<file path="src/rtl/pc_sequencer.sv">
// pc_sequencer: IF-stage program counter with boot bubble, stall hold,
// stall-deferred redirects and a misaligned-branch-target trap.
module pc_sequencer #(
    parameter int              XLEN         = 32,
    parameter logic [XLEN-1:0] RESET_VECTOR = 32'h0,
    parameter logic [XLEN-1:0] TRAP_VECTOR  = 32'h100,
    parameter int              PC_INCREMENT = 4,
    parameter int              ALIGN_BITS   = 2
) (
    input  logic            clock,
    input  logic            reset,
    input  logic            stall,
    input  logic            branch_enable,
    input  logic [XLEN-1:0] branch_address,
    input  logic            trap_enable,
    output logic [XLEN-1:0] pc,
    output logic [XLEN-1:0] pc_next_seq,
    output logic            pc_valid,
    output logic            redirect_pending,
    output logic            misaligned_fault,
    output logic [XLEN-1:0] fault_address
);

    typedef enum logic {BOOT, RUN} state_t;

    // Mask of target bits that must be zero; ALIGN_BITS=0 yields an empty mask,
    // which disables the misalignment check without a zero-width slice.
    localparam logic [XLEN-1:0] ALIGN_MASK = (XLEN'(1) << ALIGN_BITS) - XLEN'(1);

    state_t          state, state_nxt;
    logic [XLEN-1:0] pc_nxt;
    logic [XLEN-1:0] pend_tgt, pend_tgt_nxt;
    logic            pend_nxt;
    logic            fault_nxt;
    logic [XLEN-1:0] fault_addr_nxt;
    logic            misaligned;

    assign misaligned  = |(branch_address & ALIGN_MASK);
    assign pc_next_seq = pc + XLEN'(PC_INCREMENT);
    assign pc_valid    = (state == RUN);

    // State and datapath registers; reset discards any pending redirect.
    always_ff @(posedge clock or negedge reset) begin
        if (!reset) begin
            state            <= BOOT;
            pc               <= RESET_VECTOR;
            pend_tgt         <= '0;
            redirect_pending <= 1'b0;
            misaligned_fault <= 1'b0;
            fault_address    <= '0;
        end else begin
            state            <= state_nxt;
            pc               <= pc_nxt;
            pend_tgt         <= pend_tgt_nxt;
            redirect_pending <= pend_nxt;
            misaligned_fault <= fault_nxt;
            fault_address    <= fault_addr_nxt;
        end
    end

    // Next-state: BOOT ignores inputs for one edge; RUN applies redirect priority.
    always_comb begin
        state_nxt      = state;
        pc_nxt         = pc;
        pend_tgt_nxt   = pend_tgt;
        pend_nxt       = redirect_pending;
        fault_nxt      = 1'b0;
        fault_addr_nxt = fault_address;
        case (state)
            BOOT: begin
                state_nxt = RUN;
                pc_nxt    = RESET_VECTOR;
            end
            RUN: begin
                if (trap_enable) begin
                    pc_nxt   = TRAP_VECTOR;
                    pend_nxt = 1'b0;
                end else if (branch_enable && misaligned) begin
                    pc_nxt         = TRAP_VECTOR;
                    fault_nxt      = 1'b1;
                    fault_addr_nxt = branch_address;
                    pend_nxt       = 1'b0;
                end else if (stall) begin
                    // Hold pc; a newer branch replaces any older pending target.
                    if (branch_enable) begin
                        pend_tgt_nxt = branch_address;
                        pend_nxt     = 1'b1;
                    end
                end else if (branch_enable) begin
                    pc_nxt   = branch_address;
                    pend_nxt = 1'b0;
                end else if (redirect_pending) begin
                    pc_nxt   = pend_tgt;
                    pend_nxt = 1'b0;
                end else begin
                    pc_nxt = pc_next_seq;
                end
            end
            default: state_nxt = BOOT;
        endcase
    end

endmodule

</file>
<file path="config.mk">
export PLATFORM = sky130hd
export DESIGN_NAME = pc_sequencer
export DESIGN_NICKNAME = d
export VERILOG_FILES = /design/src/rtl/pc_sequencer.sv
export SDC_FILE = /design/constraint.sdc
export NUM_CORES = 1
export LEC_CHECK = 0
export ABC_AREA = 1
export BUFFER_PORTS_ARGS = -buffer_cell sky130_fd_sc_hd__clkbuf_2
export CAP_MARGIN = 10
export CORE_ASPECT_RATIO = 0.75
export CORE_UTILIZATION = 42
export CTS_BUF_LIST = sky130_fd_sc_hd__clkbuf_8 sky130_fd_sc_hd__clkbuf_16
export DETAILED_ROUTE_END_ITERATION = 8
export GPL_ROUTABILITY_DRIVEN = 1
export PLACE_DENSITY_LB_ADDON = 0.15
export SLEW_MARGIN = 15
export SYNTH_ARGS = -nofsm -noshare
export SYNTH_HDL_FRONTEND = slang
export SYNTH_SLANG_ARGS = --single-unit
</file>
<file path="constraint.sdc">
create_clock -name clock -period 1.4 [get_ports clock]
set_input_delay 0.07 -clock clock [delete_from_list [all_inputs] [get_ports clock]]
set_output_delay 0.07 -clock clock [all_outputs]
set_load 0.05 [all_outputs]
</file>
[Word level (Yosys, flattened, before mapping)]
Cells that the tools add are included.
Widths: inputs -> output; s select.
Storage, ports and cells
  bits in registers: 99
  input port bits: 37
  output and inout port bits: 99
  logic and storage cells: 30
Operators by class
  add/sub/neg operators: 1
  equal/unequal tests: 2
  multiplexer cells: 13
  bitwise gates (word level): 3
  reduce and logical (&&, ||, !) cells: 5
Operator list (count)
  $mux 32: 5
  $pmux 32 s2: 1
  $add 32x3->32 const B: 1
  $mux 1: 7
  $reduce_and 5->1: 1
  $ne 4x1->1 const B: 1
  $ne 4x3->1 const B: 1
  $not 1->1: 3
  $reduce_and 3->1: 1
  $reduce_and 2->1: 1
  $reduce_or 2->1: 1
  $logic_and 1x1->1: 1

[Longest topological paths before layout]
  depth in word-level cells: 7
  gate-level depth with buffers: 11
  depth with buffers taken out: 11

[Least setup slack after synthesis]
OpenSTA, ideal clock, no wires.
  path type: flip-flop to flip-flop
  start: reg pc[4]
  end: reg pc[7]
  setup time: 0.068 ns
  arrival time: 2.149 ns
  required time: 1.332 ns
  path slack: -0.817 ns
  stages on the path, launching flop included: 7
  buffers on the path: 0
  period minus slack after synthesis: 2.217 ns
  cells stage by stage: dfrtp_1 -> nand3_1 -> inv_1 -> nand2_1 -> xnor2_1 -> o21ai_1 -> nand2_1
Between the ends
  word-level cells in the longest chain between the ends: 7
Ends and longest elaborated chain
  start: declaration: RTL line 16  | output logic [XLEN-1:0] pc,
  start signal: assignment: RTL line 53  | pc <= pc_nxt;
  $add 32x3->32: RTL line 39  | assign pc_next_seq = pc + XLEN'(PC_INCREMENT);
  via pc_next_seq[7]: RTL line 17  | output logic [XLEN-1:0] pc_next_seq,
  $mux 32: RTL line 92  | end else if (redirect_pending) begin
  $mux 32: RTL line 89  | end else if (branch_enable) begin
  $mux 32: RTL line 83  | end else if (stall) begin
  $mux 32: RTL line 78  | end else if (branch_enable && misaligned) begin
  $mux 32: RTL line 75  | if (trap_enable) begin
  $pmux 32 s2: RTL line 69  | case (state)
The timed path passes the listed nets, and every way through them passes these cells. The select of a mux whose other input is x is not followed.
A chain may end at the register's enable or synchronous reset.

[Worst setup path after layout]
  start: reg pc[2]
  end: out pc_next_seq[30]
Between the ends
  word-level cells in the longest chain between the ends: 1
Ends and longest elaborated chain (RTL line)
  $add 32x3->32: 39
  end: declaration: 17
No other way between the ends.

==> flow_metrics.tcl <==
set metrics [dict create \
    ir_drop_uv 837 \
    min-delay-start "branch_address[12]" \
    seqCellArea_mm2 0.00251 \
    place_area_mm2 0.00716 \
    crit_chain "ha_4 -> inv_2 -> nor2_4 -> nand2_4 -> nor2_4 -> buf_6 -> nand3b_1 -> nand2_4 -> buf_12" \
    wirelength_um 16600 \
    crit_arrival_ns 1.86 \
    holdPathEnd "pend_tgt[12]$_DFFE_PN0P_" \
    boundaryPins 136 \
    cts.sinks 99 \
    critPathMaxFanout 5 \
    r2r_end "pc[22]$_DFFE_PN0P_" \
    place_congestion 0.859 \
    multi_input_area_mm2 0.00293 \
    grt_max_degree 44 \
    critPathRequiredTime_ns 1.33 \
    rr_startpoint "pc[2]$_DFFE_PN0P_" \
    design_area_mm2 0.00860 \
    synth_warnings 0 \
    fin_ws_ns -0.528 \
    worstSkewPairLatency_ns 0.35 \
    layout_commonest_cell "nand2_1" \
    cts_made_buffers 9 \
    finClkSkew_ns 0.00601 \
    nets 993 \
    initial_core_util_pct 43.2 \
    hold_violations 0 \
    row_count 35 \
    synth_largest_area_cell "dfrtp_1" \
    dp_hpwl_um 11900 \
    async_flop_share_pct 100 \
    layout-drive-gt1-share_pct 45.7 \
    antenna_found_initial 0 \
    clk_pin_slew_worst_paths_ns 0.07 \
    holdPathStages 3 \
    max_freq_mhz 519 \
    synth.avg_cell_area_um2 7.59 \
    ys_ff_latch 99 \
    ys_seq_area_share_pct 46.4 \
    die_w_um 132 \
    yosys_most_used_dff "dfrtp_1" \
    period_share_pct 138 \
    h-tree-depth 3 \
    r2r_setup_slack_ns -0.33 \
    max_stage_delay_ns 0.42 \
    status "complete, but fails checks" \
    cp-start-kind "flip-flop" \
    power_leakage_nw 4.29 \
    synth-edff-count 0 \
    netlist_instances 703 \
    grt_pass1_wl_um 27100 \
    first_pass_iters 4 \
    final.setup.tns_ns -14.95 \
    hold_ws_ns 0.0131 \
    fillCellCount 977 \
    finalCriticalPeriod_ns 1.93 \
    power_density_mw_per_mm2 977 \
    syn_nets 742 \
    overflow 0 \
    drc 0 \
    track_usage_pct 26.3 \
    setup_viol 50 \
    netlist.area_leader.share_pct 46.4 \
    root_buffer "clkbuf_16" \
    r2r_cells 13 \
    n_antenna_cell 0 \
    layout_common_cells "216 x nand2_1, 101 x clkbuf_2, 79 x buf_4, 72 x dfrtp_1, 56 x inv_1" \
    crit_path_top_delay_cell "dfrtp_2" \
    power_mw 8.40 \
    critPathKind "flip-flop to output pin" \
    areaGrowthSynthToFinish_pct 61.0 \
    max-cap-violations 0 \
    dieArea_mm2 0.0132 \
    cts_tree "done" \
    numPortBuffers 135 \
    netlist_area_mm2 0.00534 \
    synthTopCellsByArea "dfrtp_1 46%, nand2_1 19%, inv_1 5.1%, nor2_1 3.9%, o21ai_1 3.6%" \
    core-area_mm2 0.0123 \
    slew_violations 0 \
    grt_pass1_vias 5389 \
    postRouteAntennaNets 0 \
    violations "negative setup slack" \
    drt_iter0_drc 291 \
    die_y_um 99.6 \
    viasPerCell 4.89 \
    wl_per_cell_um 14.7 \
    end_kind "output pin" \
    min_path_type "input pin to flip-flop" \
    vias 5497 \
    rsz0062_at_grt "yes" \
    synth_cell_types 32 \
    cts.path.max_buffers 2 \
]
==> layout make-up <==
cell class	count	area share, %
clock buffers	11	2.94
repair buffers	266	26.7
flip-flops and latches	99	29.2
clock inverters	5	0.990
multi-input cells	501	34.1
well taps	166	2.42
inverters	77	3.62
==> critical path: cells and delay by family, from the launching register on <==
family / cells / cell delay (ns)
flops: 1 / 0.42
fa+ha+maj: 1 / 0.16
simple gates: 5 / 0.64
buf+inv: 3 / 0.29
==> sequential cells by signal, indices dropped and copies added (netlist names) <==
| signal | flops |
|---|---|
| pc_valid | 1 |
| pend_tgt | 32 |
| misaligned_fault | 1 |
| redirect_pending | 1 |
| fault_address | 32 |
| pc | 32 |
==> kinds of logic after synthesis <==
| kind of cell | count (synthesis) | share of synthesized area, % |
|---|---|---|
| DFF | 99 | 46.4 |
| buffers and inverters | 103 | 9.63 |
| and+or+nand+nor | 377 | 29.0 |
| AOI/OAI and AO/OA | 113 | 13.1 |
| other | 1 | 0.0702 |
| adders and majority gates | 2 | 0.469 |
| xor gates and xnor gates | 8 | 1.31 |
==> worst max path at each step <==
stage	startpoint	endpoint	slack (ns)	cells after the start
finish	pc[2]$_DFFE_PN0P_	pc_next_seq[30]	-0.53	9
global route	pc[2]$_DFFE_PN0P_	pc_next_seq[22]	-0.59	10
CTS	pc[3]$_DFFE_PN0P_	pc_next_seq[22]	-0.50	9
detailed placement	pc[5]$_DFFE_PN0P_	pc_next_seq[17]	-0.16	7
global placement	pc[5]$_DFFE_PN0P_	pc[23]$_DFFE_PN0P_	-0.1	9
floorplan	pc[3]$_DFFE_PN0P_	pc_next_seq[27]	-0.17	7
==> power by group <==
part | leakage [nW] | total (mW) | internal (mW) | switching (mW)
Clock | 0.162 | 2.79 | 1.67 | 1.12
Sequential | 1.25 | 3.46 | 3.24 | 0.216
Combinational | 2.88 | 2.15 | 0.693 | 1.46
Total | 4.29 | 8.40 | 5.60 | 2.79
==> Yosys cell counts (4+ instances only) <==
cell type,number
and2_1,7
buf_2,9
buf_6,14
dfrtp_1,99
inv_1,72
inv_2,4
nand2_1,269
nand3_1,25
nand3b_1,10
nor2_1,55
o21ai_0,26
o21ai_1,38
o21ai_2,20
o21bai_1,8
o22ai_1,16
xnor2_1,4
xor2_1,4
==> per-layer routing <==
layer / up-vias / part of all wire (%) / global-route usage, %
met5: - / 0 / 0
li1: 2716 / - / -
met3: 14 / 5.0 / 4.99
met2: 148 / 45 / 41.8
met1: 2619 / 48 / 36.5
met4: 0 / 1.6 / 7.78
==> metrics by stage <==
step	utilization (%)	worst slack, ns	std cells
global route	69.6	-0.594	1125
finish	69.6	-0.528	1125
global placement	58.0	-0.0963	1051
detailed placement	58.0	-0.162	1051
floorplan	-	-0.170	703
CTS	67.5	-0.498	1113
==> timing repair <==
| item | CTS | global route |
|---|---|---|
| endpoints found under the hold margin | 68 | 0 |
| hold buffers | 28 | 0 |
| gates resized for setup | 101 | 51 |
| pin swaps | 37 | 25 |
| gates cloned | 0 | 0 |
| setup buffers | 20 | 15 |
| setup endpoints to repair | 55 | 89 |
Note: power is estimated with default switching activity, not from simulation.
